[config.mk]
export PLATFORM = sky130hd
export DESIGN_NAME = serial_sub_ctrl
export DESIGN_NICKNAME = d
export VERILOG_FILES = /design/src/rtl/serial_sub_pkg.sv /design/src/rtl/full_sub_cell.sv /design/src/rtl/serial_sub_ctrl.sv
export SDC_FILE = /design/constraint.sdc
export NUM_CORES = 1
export LEC_CHECK = 0
export CAP_MARGIN = 20
export CORE_UTILIZATION = 30
export CTS_BUF_LIST = sky130_fd_sc_hd__clkbuf_16
export CTS_CLUSTER_DIAMETER = 100
export DETAILED_ROUTE_END_ITERATION = 7
export SYNTH_ARGS = -nofsm -noshare
export SYNTH_HDL_FRONTEND = slang
export SYNTH_SLANG_ARGS = --single-unit
[constraint.sdc]
create_clock -name clk -period 1.89 [get_ports clk]
set_input_delay 0.378 -clock clk [delete_from_list [all_inputs] [get_ports clk]]
set_output_delay 0.378 -clock clk [all_outputs]
set_load 0.03 [all_outputs]
[src/rtl/serial_sub_pkg.sv]
`default_nettype none
// ============================================================================
// Module      : serial_sub_pkg
// Description : Shared types and constants for the bit-serial subtractor.
//               Provides the controller state encoding and the default
//               operand width.
// Revision    : 1.0 - initial release
// ============================================================================
package serial_sub_pkg;

  localparam int DEFAULT_WIDTH = 8;

  typedef enum logic [1:0] {
    S_IDLE  = 2'b00,
    S_SHIFT = 2'b01,
    S_DONE  = 2'b10
  } sub_state_e;

endpackage : serial_sub_pkg
`default_nettype wire

[src/rtl/full_sub_cell.sv]
`default_nettype none
// ============================================================================
// Module      : full_sub_cell
// Description : 1-bit full subtractor, purely combinational.
//               Computes x - y - bi, producing difference d and borrow bo.
// Ports       : x  (in)  minuend bit
//               y  (in)  subtrahend bit
//               bi (in)  borrow-in
//               d  (out) difference bit
//               bo (out) borrow-out
// Revision    : 1.0 - initial release
// ============================================================================
module full_sub_cell (
  input  logic x,
  input  logic y,
  input  logic bi,
  output logic d,
  output logic bo
);

  assign d  = x ^ y ^ bi;
  // A borrow is needed whenever the bits to subtract outweigh x.
  assign bo = (~x & y) | (~x & bi) | (y & bi);

endmodule : full_sub_cell
`default_nettype wire

[src/rtl/serial_sub_ctrl.sv]
`default_nettype none
// ============================================================================
// Module      : serial_sub_ctrl
// Description : Bit-serial WIDTH-bit subtractor controller. Captures a, b and
//               bin on the accept edge, then walks a single full-subtractor
//               cell LSB-first over WIDTH cycles and presents the registered
//               difference and borrow-out with a one-cycle done pulse.
// Ports       : clk   (in)  clock, rising edge
//               rst   (in)  asynchronous active-high reset
//               start (in)  request, sampled only while idle
//               a     (in)  minuend   [WIDTH-1:0]
//               b     (in)  subtrahend[WIDTH-1:0]
//               bin   (in)  borrow-in
//               busy  (out) high while shifting
//               done  (out) one-cycle result-valid pulse
//               diff  (out) a-b-bin mod 2^WIDTH, held until next done
//               bout  (out) borrow-out, 1 iff a < b+bin
// Revision    : 1.0 - initial release
// ============================================================================
module serial_sub_ctrl
  import serial_sub_pkg::*;
#(
  parameter int WIDTH = DEFAULT_WIDTH
) (
  input  logic             clk,
  input  logic             rst,
  input  logic             start,
  input  logic [WIDTH-1:0] a,
  input  logic [WIDTH-1:0] b,
  input  logic             bin,
  output logic             busy,
  output logic             done,
  output logic [WIDTH-1:0] diff,
  output logic             bout
);

  localparam int               C_CNT_W    = $clog2(WIDTH);
  localparam logic [C_CNT_W-1:0] C_CNT_LAST = C_CNT_W'(WIDTH - 1);

  sub_state_e         r_state;
  sub_state_e         w_next_state;
  logic               w_busy;
  logic               w_done;

  logic [WIDTH-1:0]   r_a_sr;
  logic [WIDTH-1:0]   r_b_sr;
  logic [WIDTH-1:0]   r_d_sr;
  logic               r_brw;
  logic [C_CNT_W-1:0] r_cnt;
  logic [WIDTH-1:0]   r_diff;
  logic               r_bout;

  logic               w_d;
  logic               w_bo;
  logic               w_last;

  full_sub_cell u_cell (
    .x  (r_a_sr[0]),
    .y  (r_b_sr[0]),
    .bi (r_brw),
    .d  (w_d),
    .bo (w_bo)
  );

  assign w_last = (r_cnt == C_CNT_LAST);

  // State register.
  always_ff @(posedge clk or posedge rst) begin
    if (rst) begin
      r_state <= S_IDLE;
    end else begin
      r_state <= w_next_state;
    end
  end

  // Next-state and status decode; busy/done depend only on the state
  // register so they carry no combinational path from the inputs.
  always_comb begin
    w_next_state = S_IDLE;
    w_busy       = 1'b0;
    w_done       = 1'b0;
    case (r_state)
      S_IDLE: begin
        w_next_state = start ? S_SHIFT : S_IDLE;
      end
      S_SHIFT: begin
        w_busy       = 1'b1;
        w_next_state = w_last ? S_DONE : S_SHIFT;
      end
      S_DONE: begin
        w_done       = 1'b1;
        w_next_state = S_IDLE;
      end
      default: begin
        w_next_state = S_IDLE;
      end
    endcase
  end

  // Operand shift registers, borrow chain, counter and result registers.
  always_ff @(posedge clk or posedge rst) begin
    if (rst) begin
      r_a_sr <= '0;
      r_b_sr <= '0;
      r_d_sr <= '0;
      r_brw  <= 1'b0;
      r_cnt  <= '0;
      r_diff <= '0;
      r_bout <= 1'b0;
    end else begin
      case (r_state)
        S_IDLE: begin
          if (start) begin
            r_a_sr <= a;
            r_b_sr <= b;
            r_d_sr <= '0;
            r_brw  <= bin;
            r_cnt  <= '0;
          end
        end
        S_SHIFT: begin
          r_a_sr <= r_a_sr >> 1;
          r_b_sr <= r_b_sr >> 1;
          // Difference bits enter at the MSB so the LSB lands at bit 0
          // after WIDTH shifts.
          r_d_sr <= {w_d, r_d_sr[WIDTH-1:1]};
          r_brw  <= w_bo;
          if (w_last) begin
            r_diff <= {w_d, r_d_sr[WIDTH-1:1]};
            r_bout <= w_bo;
          end else begin
            r_cnt <= r_cnt + C_CNT_W'(1);
          end
        end
        default: begin
        end
      endcase
    end
  end

  assign busy = w_busy;
  assign done = w_done;
  assign diff = r_diff;
  assign bout = r_bout;

endmodule : serial_sub_ctrl
`default_nettype wire
==> key figures <==
Worst setup path
  – WS Path Type: register to primary output
  – Worst r2r dst: diff[1]
  – Crit path capture type: primary output
  – Worst reg2reg path startpoint: r_cnt[0]
  – Setup crit start: r_state[1]
  – CP startpoint kind: register
  – Worst-path fanout max: 16
  – Arrival time worst endpoint: 1.40 ns
  – Critical Path RT: 1.51 ns
  – Flop-to-flop setup slack: 0.24 ns
  – Worst r2r path cells: 5

Synth
  – Post-synth EDFFs: 0
  – Synth top area share: 53.7%
  – Synth area leaders: dfrtp_1, a221oi_1, nor4b_1
  – Synthesized flop and latch total: 38
  – Syn Area/Cell: 11.8 µm²
  – Post-Syn Nets: 173
  – Most common cell in the synthesized netlist: dfrtp_1
  – Synth top cells by count: dfrtp_1, inv_1, a221oi_1, nor4b_1, buf_2
  – Post-synth top area cell: dfrtp_1
  – Ys Warns: 0
  – Cells after Synth: 150
  – Post-synthesis cell type count: 32
  – Synth Cell Area: 1770 µm²
  – Top FF cell, synth: dfrtp_1
  – Sequential share of the synthesized area: 53.7%
  – Post-synth ARST share: 100%

Finish
  – Filler cell count in the final layout: 558
  – Core Util, Final: 41.7%
  – # diodes: 0
  – Final #Nets: 208
  – Fraction of layout cells with a size suffix above 1: 13.0%
  – Fin area: 2340 µm²
  – Synth-to-Final Area Change: 32.0%

Timing
  – Period minus WS final: 1.78 ns
  – Slew margin rel.: 67.9%
  – Setup TNS: 0 ns
  – Hold WS: 0.488 ns
  – Clk_skew: 0.00477 ns
  – Unrepaired setup endpoints after global routing: no
  – Final Slew Violations: 0
  – Final hold vios: 0
  – FMAX: 562 MHz
  – Worst-margin pin slew: 0.482 ns
  – Endpoints failing setup: 0
  – Final period util: 94.2%

Detailed routing
  – Final WL: 3520 µm
  – Iteration-0 DRC Markers: 98
  – Post-route ant nets: 0
  – WL/cell: 13.7 µm
  – Number of vias in the routed layout: 1276
  – Drc violations: 0
  – Drt pass-1 iters: 4
  – Via density: 4.96

Power and ir drop
  – Logic gate share of total power: 39.1%
  – Power Density: 1620 nW/µm²
  – Net switching power: 1.28 mW
  – Cell Int Power: 2.51 mW
  – Clock network fraction of total power: 24.0%
  – Leakage dissipation: 1.05 nW
  – Peak VDD IR: 747 µV
  – Sequential Power Share: 36.8%
  – Sw Share: 33.7%

Global route
  – Largest net degree at the start of global routing: 39
  – Initial antenna violation count: 0
  – Total gr overflow: 0
  – GRT Total Usage: 12.6%
  – Vias in the first global route: 1178
  – Wire length of the first global-routing pass: 5780 µm

Min path
  – Worst hold start: diff[2]
  – End of the worst hold path: diff[2]
  – Worst min path class: register to register
  – WHS Path Cells: 1

CTS
  – Post-cts sizing count: 0
  – Post-CTS setup buffer count: 0
  – H-tree Lvls: 2
  – Clock Latency Late Sink: 0.28 ns
  – Clk sink count: 38
  – CTS Buf Count: 5
  – TritonCTS clock tree: built
  – Clock Pin Slew Worst Setup and Hold Paths: 0.06 ns
  – Post-CTS Hold Buffers: 0
  – Clk buf depth: 2
  – Root buffer cell: clkbuf_16

Run
  – Max_cap viols: 0

Floorplan
  – Initial core utilization: 31.6%
  – I/O pin count: 31
  – Chip width: 78.9 µm
  – Die Y: 78.9 µm
  – Row cnt: 27
  – CORE AREA: 5610 µm²
  – Total die area: 6220 µm²

Run status
  – Outcome: finished clean

Placed design
  – Area after DPL: 2180 µm²
  – Placer Congestion: 0.706
  – Dpl hpwl: 2370 µm
  – Buffers on Ports: 30
## state kept, by name, summed over array words and instances (netlist names)
name	cells
r_cnt	3
r_a_sr	8
r_d_sr	7
r_state	2
bout	1
r_b_sr	8
r_brw	1
diff	8
## final cells by class
| type | instances | area, µm² | area share (%) |
|---|---|---|---|
| multi-input cells | 80 | 677 | 28.9 |
| well taps | 72 | 90.1 | 3.85 |
| clock buffers | 5 | 125 | 5.35 |
| clock inverters | 2 | 33.8 | 1.44 |
| inverters | 19 | 71.3 | 3.05 |
| flip-flops and latches | 38 | 951 | 40.7 |
| repair buffers | 41 | 390 | 16.7 |
## placed cells by master, fill, tap and decap left out, drive strengths merged
master,synthesis,final
a211o,2,2
a21oi,1,1
a221o,1,1
a221oi,13,13
a22o,6,6
and3,1,1
buf,12,13
bufinv,0,1
clkbuf,1,5
clkdlybuf4s50,0,28
clkinv,0,1
dfrtp,38,38
fa,1,1
ha,2,2
inv,19,19
mux2,8,8
mux2i,1,1
nand2b,5,5
nand3,2,2
nand3b,1,1
nor2,9,9
nor2b,1,1
nor3b,2,2
nor4b,13,13
nor4bb,2,2
o21ba,1,1
o21bai,1,1
o221a,2,2
o221ai,2,2
o2bb2ai,1,1
or4b,2,2
## worst max-delay path, cell delays in order, from the launching register on
cell      delay, ns
dfrtp_1        0.61
nand2b_2       0.27
inv_2          0.07
buf_4          0.17
## cell families (layout without fill, tap and decap cells)
kind of cell | count (synthesis) | count (layout) | synth area share, %
flip-flops | 38 | 38 | 53.7
adder cells (fa/ha/maj) | 3 | 3 | 2.54
multiplexers | 9 | 9 | 5.65
AND/OR/NAND/NOR | 38 | 38 | 15.0
buffers and inverters | 32 | 67 | 8.12
AO/OA/AOI/OAI | 30 | 30 | 15.0
## routing by layer
| metal | track usage [%] | wire, µm | part of all wire (%) | vias up |
|---|---|---|---|---|
| li1 | - | - | - | 621 |
| met1 | 17.9 | 1780 | 51 | 620 |
| met2 | 16.8 | 1520 | 43 | 30 |
| met3 | 5.29 | 161 | 4.6 | 5 |
| met4 | 4.91 | 51 | 1.5 | 0 |
| met5 | 0 | 0 | 0 | - |
## worst max-delay path by stage
stage / to / slack (ns) / cells past startpoint
2_1_floorplan: done / 0.31 / 3
3_3_place_gp: r_cnt[0] / 0.15 / 4
3_5_place_dp: r_cnt[0] / 0.14 / 4
4_1_cts: busy / 0.09 / 3
5_1_grt: busy / 0.03 / 3
6_report: busy / 0.11 / 3
## metrics by stage
stage / power, mW / setup slack (ns) / std cells
2_1_floorplan: 2.42 / 0.309 / 150
3_3_place_gp: 2.87 / 0.155 / 250
3_5_place_dp: 2.90 / 0.142 / 250
4_1_cts: 3.83 / 0.0950 / 257
5_1_grt: 4.03 / 0.0273 / 257
6_report: 3.79 / 0.110 / 257
## power by group through the flow
stage	clock network [mW]	registers (mW)	logic [mW]
floorplan	0	1.51	0.904
global placement	0	1.40	1.47
detailed placement	0	1.41	1.49
CTS	0.937	1.40	1.49
global route	0.974	1.44	1.62
finish	0.910	1.40	1.48
Power figures use the tool's default switching activity.
